File: src/rtl/upsched_pkg.sv
// upsample_scheduler shared types: FSM states, default widths, rate clamp.
package upsched_pkg;

  typedef enum logic [1:0] {
    IDLE,
    PRIME,
    RUN,
    STOP
  } state_t;

  localparam int DATA_W_DEF = 4;
  localparam int RATE_W_DEF = 4;

  function automatic logic [31:0] clamp_rate(input logic [31:0] r);
    return (r == 32'd0) ? 32'd1 : r;
  endfunction

endpackage

File: src/rtl/upsched_fifo.sv
// Symbol buffer for the scheduler: synchronous FIFO, pointers with wrap bit.
module upsched_fifo #(
  parameter int DATA_W = 4,
  parameter int DEPTH  = 8,
  localparam int AW    = $clog2(DEPTH)
) (
  input  logic              clk,
  input  logic              rst,
  input  logic              push,
  input  logic              pop,
  input  logic [DATA_W-1:0] din,
  output logic [DATA_W-1:0] dout,
  output logic [AW:0]       level,
  output logic              full,
  output logic              empty
);

  logic [AW:0]       wr_q, wr_d;
  logic [AW:0]       rd_q, rd_d;
  logic [DATA_W-1:0] mem_q [DEPTH];

  always_comb begin
    wr_d = wr_q;
    rd_d = rd_q;
    if (push) wr_d = wr_q + 1'b1;
    if (pop)  rd_d = rd_q + 1'b1;
  end

  always_ff @(posedge clk or negedge rst) begin
    if (!rst) begin
      wr_q <= '0;
      rd_q <= '0;
    end else begin
      wr_q <= wr_d;
      rd_q <= rd_d;
    end
  end

  always_ff @(posedge clk) begin
    if (push) mem_q[wr_q[AW-1:0]] <= din;
  end

  assign level = wr_q - rd_q;
  assign full  = (level == (AW+1)'(DEPTH));
  assign empty = (level == '0);
  assign dout  = mem_q[rd_q[AW-1:0]];

endmodule

File: src/rtl/upsample_scheduler.sv
// Releases one buffered symbol per upsampling period and owns the phase counter.
// Optional UPSCHED_UFLOW_CNT_EN adds a saturating underflow counter output.
module upsample_scheduler
  import upsched_pkg::*;
#(
  parameter int DATA_W     = DATA_W_DEF,
  parameter int RATE_W     = RATE_W_DEF,
  parameter int FIFO_DEPTH = 8,
  parameter int PRIME_LVL  = 4,
  localparam int LW        = $clog2(FIFO_DEPTH) + 1
) (
  input  logic              clk,
  input  logic              rst,
  input  logic              enable,
  input  logic [RATE_W-1:0] rate_cfg,
  input  logic [DATA_W-1:0] s_data,
  input  logic              s_valid,
  output logic              s_ready,
  output logic [DATA_W-1:0] sym_data,
  output logic              sym_strobe,
  output logic [RATE_W-1:0] phase,
  output logic              active,
  output logic              underflow,
`ifdef UPSCHED_UFLOW_CNT_EN
  output logic [15:0]       uflow_cnt,
`endif
  output logic [LW-1:0]     fifo_level
);

  state_t            state_q, state_d;
  logic [RATE_W-1:0] phase_q, phase_d;
  logic [RATE_W-1:0] rate_q, rate_d;
  logic [DATA_W-1:0] sym_q, sym_d;
  logic              strobe_q, strobe_d;
  logic              uflow_q, uflow_d;

  logic              push, pop, start, last;
  logic              full, empty;
  logic [DATA_W-1:0] head;
  logic [LW-1:0]     level;
  logic [RATE_W-1:0] rate_eff;

  upsched_fifo #(
    .DATA_W(DATA_W),
    .DEPTH (FIFO_DEPTH)
  ) u_fifo (
    .clk  (clk),
    .rst  (rst),
    .push (push),
    .pop  (pop),
    .din  (s_data),
    .dout (head),
    .level(level),
    .full (full),
    .empty(empty)
  );

  assign rate_eff = RATE_W'(clamp_rate(32'(rate_cfg)));
  assign last     = (phase_q == rate_q - RATE_W'(1));
  assign push     = s_valid && !full;
  assign pop      = start && !empty;

  always_comb begin
    state_d  = state_q;
    phase_d  = phase_q;
    rate_d   = rate_q;
    sym_d    = sym_q;
    strobe_d = 1'b0;
    uflow_d  = 1'b0;
    start    = 1'b0;
    unique case (state_q)
      IDLE: begin
        rate_d  = rate_eff;
        phase_d = '0;
        sym_d   = '0;
        if (enable) state_d = PRIME;
      end
      PRIME: begin
        rate_d = rate_eff;
        if (!enable) begin
          state_d = IDLE;
        end else if (level >= LW'(PRIME_LVL)) begin
          state_d = RUN;
          start   = 1'b1;
        end
      end
      RUN, STOP: begin
        // Periods are never cut short: only the last sample decides.
        if (enable)    state_d = RUN;
        else if (last) state_d = IDLE;
        else           state_d = STOP;
        if (last) rate_d = rate_eff;
        if (last && enable) begin
          start = 1'b1;
        end else if (last) begin
          phase_d = '0;
          sym_d   = '0;
        end else begin
          phase_d = phase_q + RATE_W'(1);
        end
      end
    endcase
    if (start) begin
      phase_d  = '0;
      strobe_d = 1'b1;
      if (empty) begin
        sym_d   = '0;
        uflow_d = 1'b1;
      end else begin
        sym_d = head;
      end
    end
  end

  always_ff @(posedge clk or negedge rst) begin
    if (!rst) begin
      state_q  <= IDLE;
      phase_q  <= '0;
      rate_q   <= RATE_W'(1);
      sym_q    <= '0;
      strobe_q <= 1'b0;
      uflow_q  <= 1'b0;
    end else begin
      state_q  <= state_d;
      phase_q  <= phase_d;
      rate_q   <= rate_d;
      sym_q    <= sym_d;
      strobe_q <= strobe_d;
      uflow_q  <= uflow_d;
    end
  end

`ifdef UPSCHED_UFLOW_CNT_EN
  logic [15:0] cnt_q, cnt_d;

  always_comb begin
    cnt_d = cnt_q;
    if (state_q == IDLE && enable) cnt_d = '0;
    else if (uflow_d && cnt_q != 16'hFFFF) cnt_d = cnt_q + 16'd1;
  end

  always_ff @(posedge clk or negedge rst) begin
    if (!rst) cnt_q <= '0;
    else      cnt_q <= cnt_d;
  end

  assign uflow_cnt = cnt_q;
`endif

  assign s_ready    = !full;
  assign sym_data   = sym_q;
  assign sym_strobe = strobe_q;
  assign phase      = phase_q;
  assign active     = (state_q == RUN) || (state_q == STOP);
  assign underflow  = uflow_q;
  assign fifo_level = level;

endmodule

File: config.mk
export PLATFORM = sky130hd
export DESIGN_NAME = upsample_scheduler
export DESIGN_NICKNAME = d
export VERILOG_FILES = /design/src/rtl/upsched_pkg.sv /design/src/rtl/upsched_fifo.sv /design/src/rtl/upsample_scheduler.sv
export SDC_FILE = /design/constraint.sdc
export NUM_CORES = 1
export LEC_CHECK = 0
export BUFFER_PORTS_ARGS = -buffer_cell sky130_fd_sc_hd__buf_2
export CAP_MARGIN = 20
export CORE_ASPECT_RATIO = 0.8
export CORE_MARGIN = 3
export CORE_UTILIZATION = 45
export CTS_BUF_LIST = sky130_fd_sc_hd__clkbuf_4
export CTS_CLUSTER_DIAMETER = 30
export CTS_CLUSTER_SIZE = 30
export DETAILED_ROUTE_END_ITERATION = 10
export GPL_TIMING_DRIVEN = 0
export PLACE_DENSITY_LB_ADDON = 0.25
export SLEW_MARGIN = 20
export SYNTH_ARGS = -nofsm -noshare
export SYNTH_HDL_FRONTEND = slang
export SYNTH_SLANG_ARGS = --single-unit
File: constraint.sdc
create_clock -name clk -period 7.6 [get_ports clk]
set_clock_uncertainty 0.15 [all_clocks]
set_input_delay 1.14 -clock clk [delete_from_list [all_inputs] [get_ports clk]]
set_output_delay 1.14 -clock clk [all_outputs]
set_load 0.02 [all_outputs]
==> impl_metrics.py <==
metrics = {
    "status": {
        "outcome": "complete, no violations",
    },
    "placed_design": {
        "detailed_place_hpwl_um": 3540,
        "io_buffers": 27,
        "placed_area_sq_mm": 0.00285,
        "place.gp.congestion": 0.744,
    },
    "setup_path": {
        "critPathMaxFanout": 10,
        "critPathKind": "flip-flop to output pin",
        "cp.arrival_ps": 2730,
        "rrSetupSlack_ps": 3990,
        "startpoint_type": "flip-flop",
        "required_ps": 6310,
        "end_kind": "output pin",
    },
    "grt": {
        "grt_overflow": 0,
        "met2_usage": 0.214,
        "grtUsageMet3": 0.0324,
        "grt_pass1_vias": 1472,
        "grt_max_degree": 25,
        "grt_use_total": 0.148,
        "antenna_found_initial": 0,
        "met1_usage": 0.228,
        "grt_pass1_wl_um": 7600,
        "grt_busiest_layer": "met1",
    },
    "synth": {
        "ys_ff_latch": 56,
        "syn_avg_cell_area_sq_um": 14.0,
        "ys_seq_area_frac": 0.598,
        "syn-cell-area_sq_mm": 0.00261,
        "synth_fp_nets": 207,
        "ys.flop_type": "edfxtp_1",
        "ys_types": 47,
        "synth-warning-count": 0,
        "syn-instance-count": 187,
        "synth_edf_count": 32,
        "synthArstFlopShare": 0.429,
    },
    "sta": {
        "final.setup.tns_ps": 0,
        "setup_viol": 0,
        "hold_viol": 0,
        "slew_headroom": 0.345,
        "slew_violations": 0,
        "tightest_slew_ps": 974,
        "finalCritPeriodShare": 0.529,
        "fmax_mhz": 249,
        "rsz0062_at_grt": "false",
        "holdWs_ps": 387,
        "post-route-min-period_ps": 4020,
    },
    "finish": {
        "drive_above_1_share": 0.266,
        "diodes": 0,
        "final_core_util": 0.528,
        "syn2layout_area_growth_pct": 11.6,
        "nFillCells": 493,
        "final_area_sq_mm": 0.00292,
        "fin_nets": 241,
    },
    "clock_network": {
        "clock_sinks": 56,
        "path_clk_slew_ps": 160,
        "h-tree-depth": 2,
        "clk_latency_ps": 370,
        "cts_buffer_depth": 2,
        "holdBufCountCts": 0,
        "post_cts_buffers": 0,
        "cts_made_buffers": 5,
        "cts_root_buffer": "clkbuf_4",
        "cts-resized-gates": 0,
        "cts_tree": "yes",
    },
    "power_and_ir_drop": {
        "p_leak_nw": 1.16,
        "pwr_density_cell_mw_per_mm2": 437,
        "ir_worst_vdd_uv": 417,
    },
    "route": {
        "drcViolationCount": 0,
        "drt_iter0_markers": 93,
        "post_drt_wl_per_cell_um": 15.5,
        "vias": 1532,
        "drt-total-wl_um": 4650,
        "dr.pass1.iters": 4,
        "antenna_left": 0,
        "vias_per_cell": 5.11,
    },
    "flow_run": {
        "maxCapViolCount": 0,
    },
    "floorplan": {
        "die_w_um": 91.2,
        "die_y_um": 74.2,
        "ios": 28,
        "initial_core_util": 0.473,
        "fp.coreArea_sq_mm": 0.00553,
        "die_area_sq_mm": 0.00676,
        "fp-row-count": 24,
    },
    "hold_path": {
        "hold_class": "flip-flop to flip-flop",
    },
}
critical path: stages (launching register included):
cell and delay [ps]:
dfrtp_1 400, clkbuf_1 480, inv_1 180, ha_1 340, and3b_2 220, nor3_1 410, nor2_1 100, nand2_1 70
buf_2 160
flip-flops by register name, summed over array words and instances (netlist names):
signal and flops:
phase 4, u_fifo.rd_q 4, sym_data 4, state_q 2, underflow 1, sym_strobe 1, u_fifo.wr_q 4, rate_q 4
u_fifo.mem_q 32
placed cells by master, fill, tap and decap left out, types with 4 or more instances in the layout:
cell type	n
edfxtp_1	32
buf_2	29
dfrtp_1	23
xnor2_1	11
nand2_1	11
nor3_1	9
inv_1	8
nor2_1	8
mux4_2	8
nand3_1	7
ha_1	7
a21oi_1	6
mux2_2	5
clkbuf_4	5
o21ai_0	4
mux2i_1	4
o32ai_1	4
through the flow:
stage                     instances  setup WS, ps  power (mW)
final                           300          3580        1.28
after global routing            300          3250        1.38
after CTS                       300          3500        1.29
after detailed placement        292          3790        1.15
after global placement          292          3860        1.14
after floorplan                 187          4220       0.987
layout make-up:
class	count	area [sq um]	area share
inverter	9	33.8	0.0116
multi-input combinational	115	987	0.338
clock buffer	5	37.5	0.0129
sequential	56	1560	0.536
tap	78	97.6	0.0334
clock inverter	3	27.5	0.00943
timing repair buffer	27	135	0.0463
buffer	7	36.3	0.0124
cells in the mapped netlist (3+ instances only):
master / instances / area share
edfxtp_1: 32 / 0.37
nand3_1: 7 / 0.013
nor2_1: 8 / 0.011
inv_1: 8 / 0.011
xnor2_1: 11 / 0.037
nor3_1: 9 / 0.017
o21ai_0: 4 / 0.0077
ha_1: 7 / 0.034
mux2i_1: 4 / 0.015
clkbuf_1: 3 / 0.0043
o32ai_1: 4 / 0.013
dfrtp_1: 23 / 0.22
mux4_2: 8 / 0.069
mux2_2: 5 / 0.022
a21oi_1: 6 / 0.011
nand2_1: 11 / 0.016
per-layer routing:
metal / wire [um] / part of all wire
met1: 2440 / 0.52
met2: 1970 / 0.42
met3: 213 / 0.046
met4: 29 / 0.0062
met5: 0 / 0
kinds of logic (layout without fill, tap and decap cells):
kind of cell,count (synthesis),in the layout,synth area share
and+or+nand+nor,50,50,0.101
adders and majority gates,8,8,0.0412
AOI/OAI and AO/OA,25,25,0.0685
muxes,17,17,0.106
DFF,56,56,0.598
xor gates and xnor gates,15,15,0.0589
buffers and inverters,16,51,0.0268
worst paths after layout:
| kind | from | to | cells after the start |
|---|---|---|---|
| setup / recovery | u_fifo.rd_q[1] | s_ready | 8 |
| hold / removal | rate_q[0] | rate_q[0] | 2 |
| setup reg to reg | u_fifo.rd_q[1] | u_fifo.mem_q[6][0] | 8 |
| hold reg to reg | rate_q[0] | rate_q[0] | 2 |
| max in group asynchronous | rst | rate_q[0] | 1 |
| min in group asynchronous | rst | u_fifo.rd_q[3] | 1 |
where the power goes:
group	internal (mW)	switching [mW]
combinational	0.279	0.390
clock	0.0391	0.0970
sequential	0.409	0.0617
Note: power is estimated with default switching activity, not from simulation.
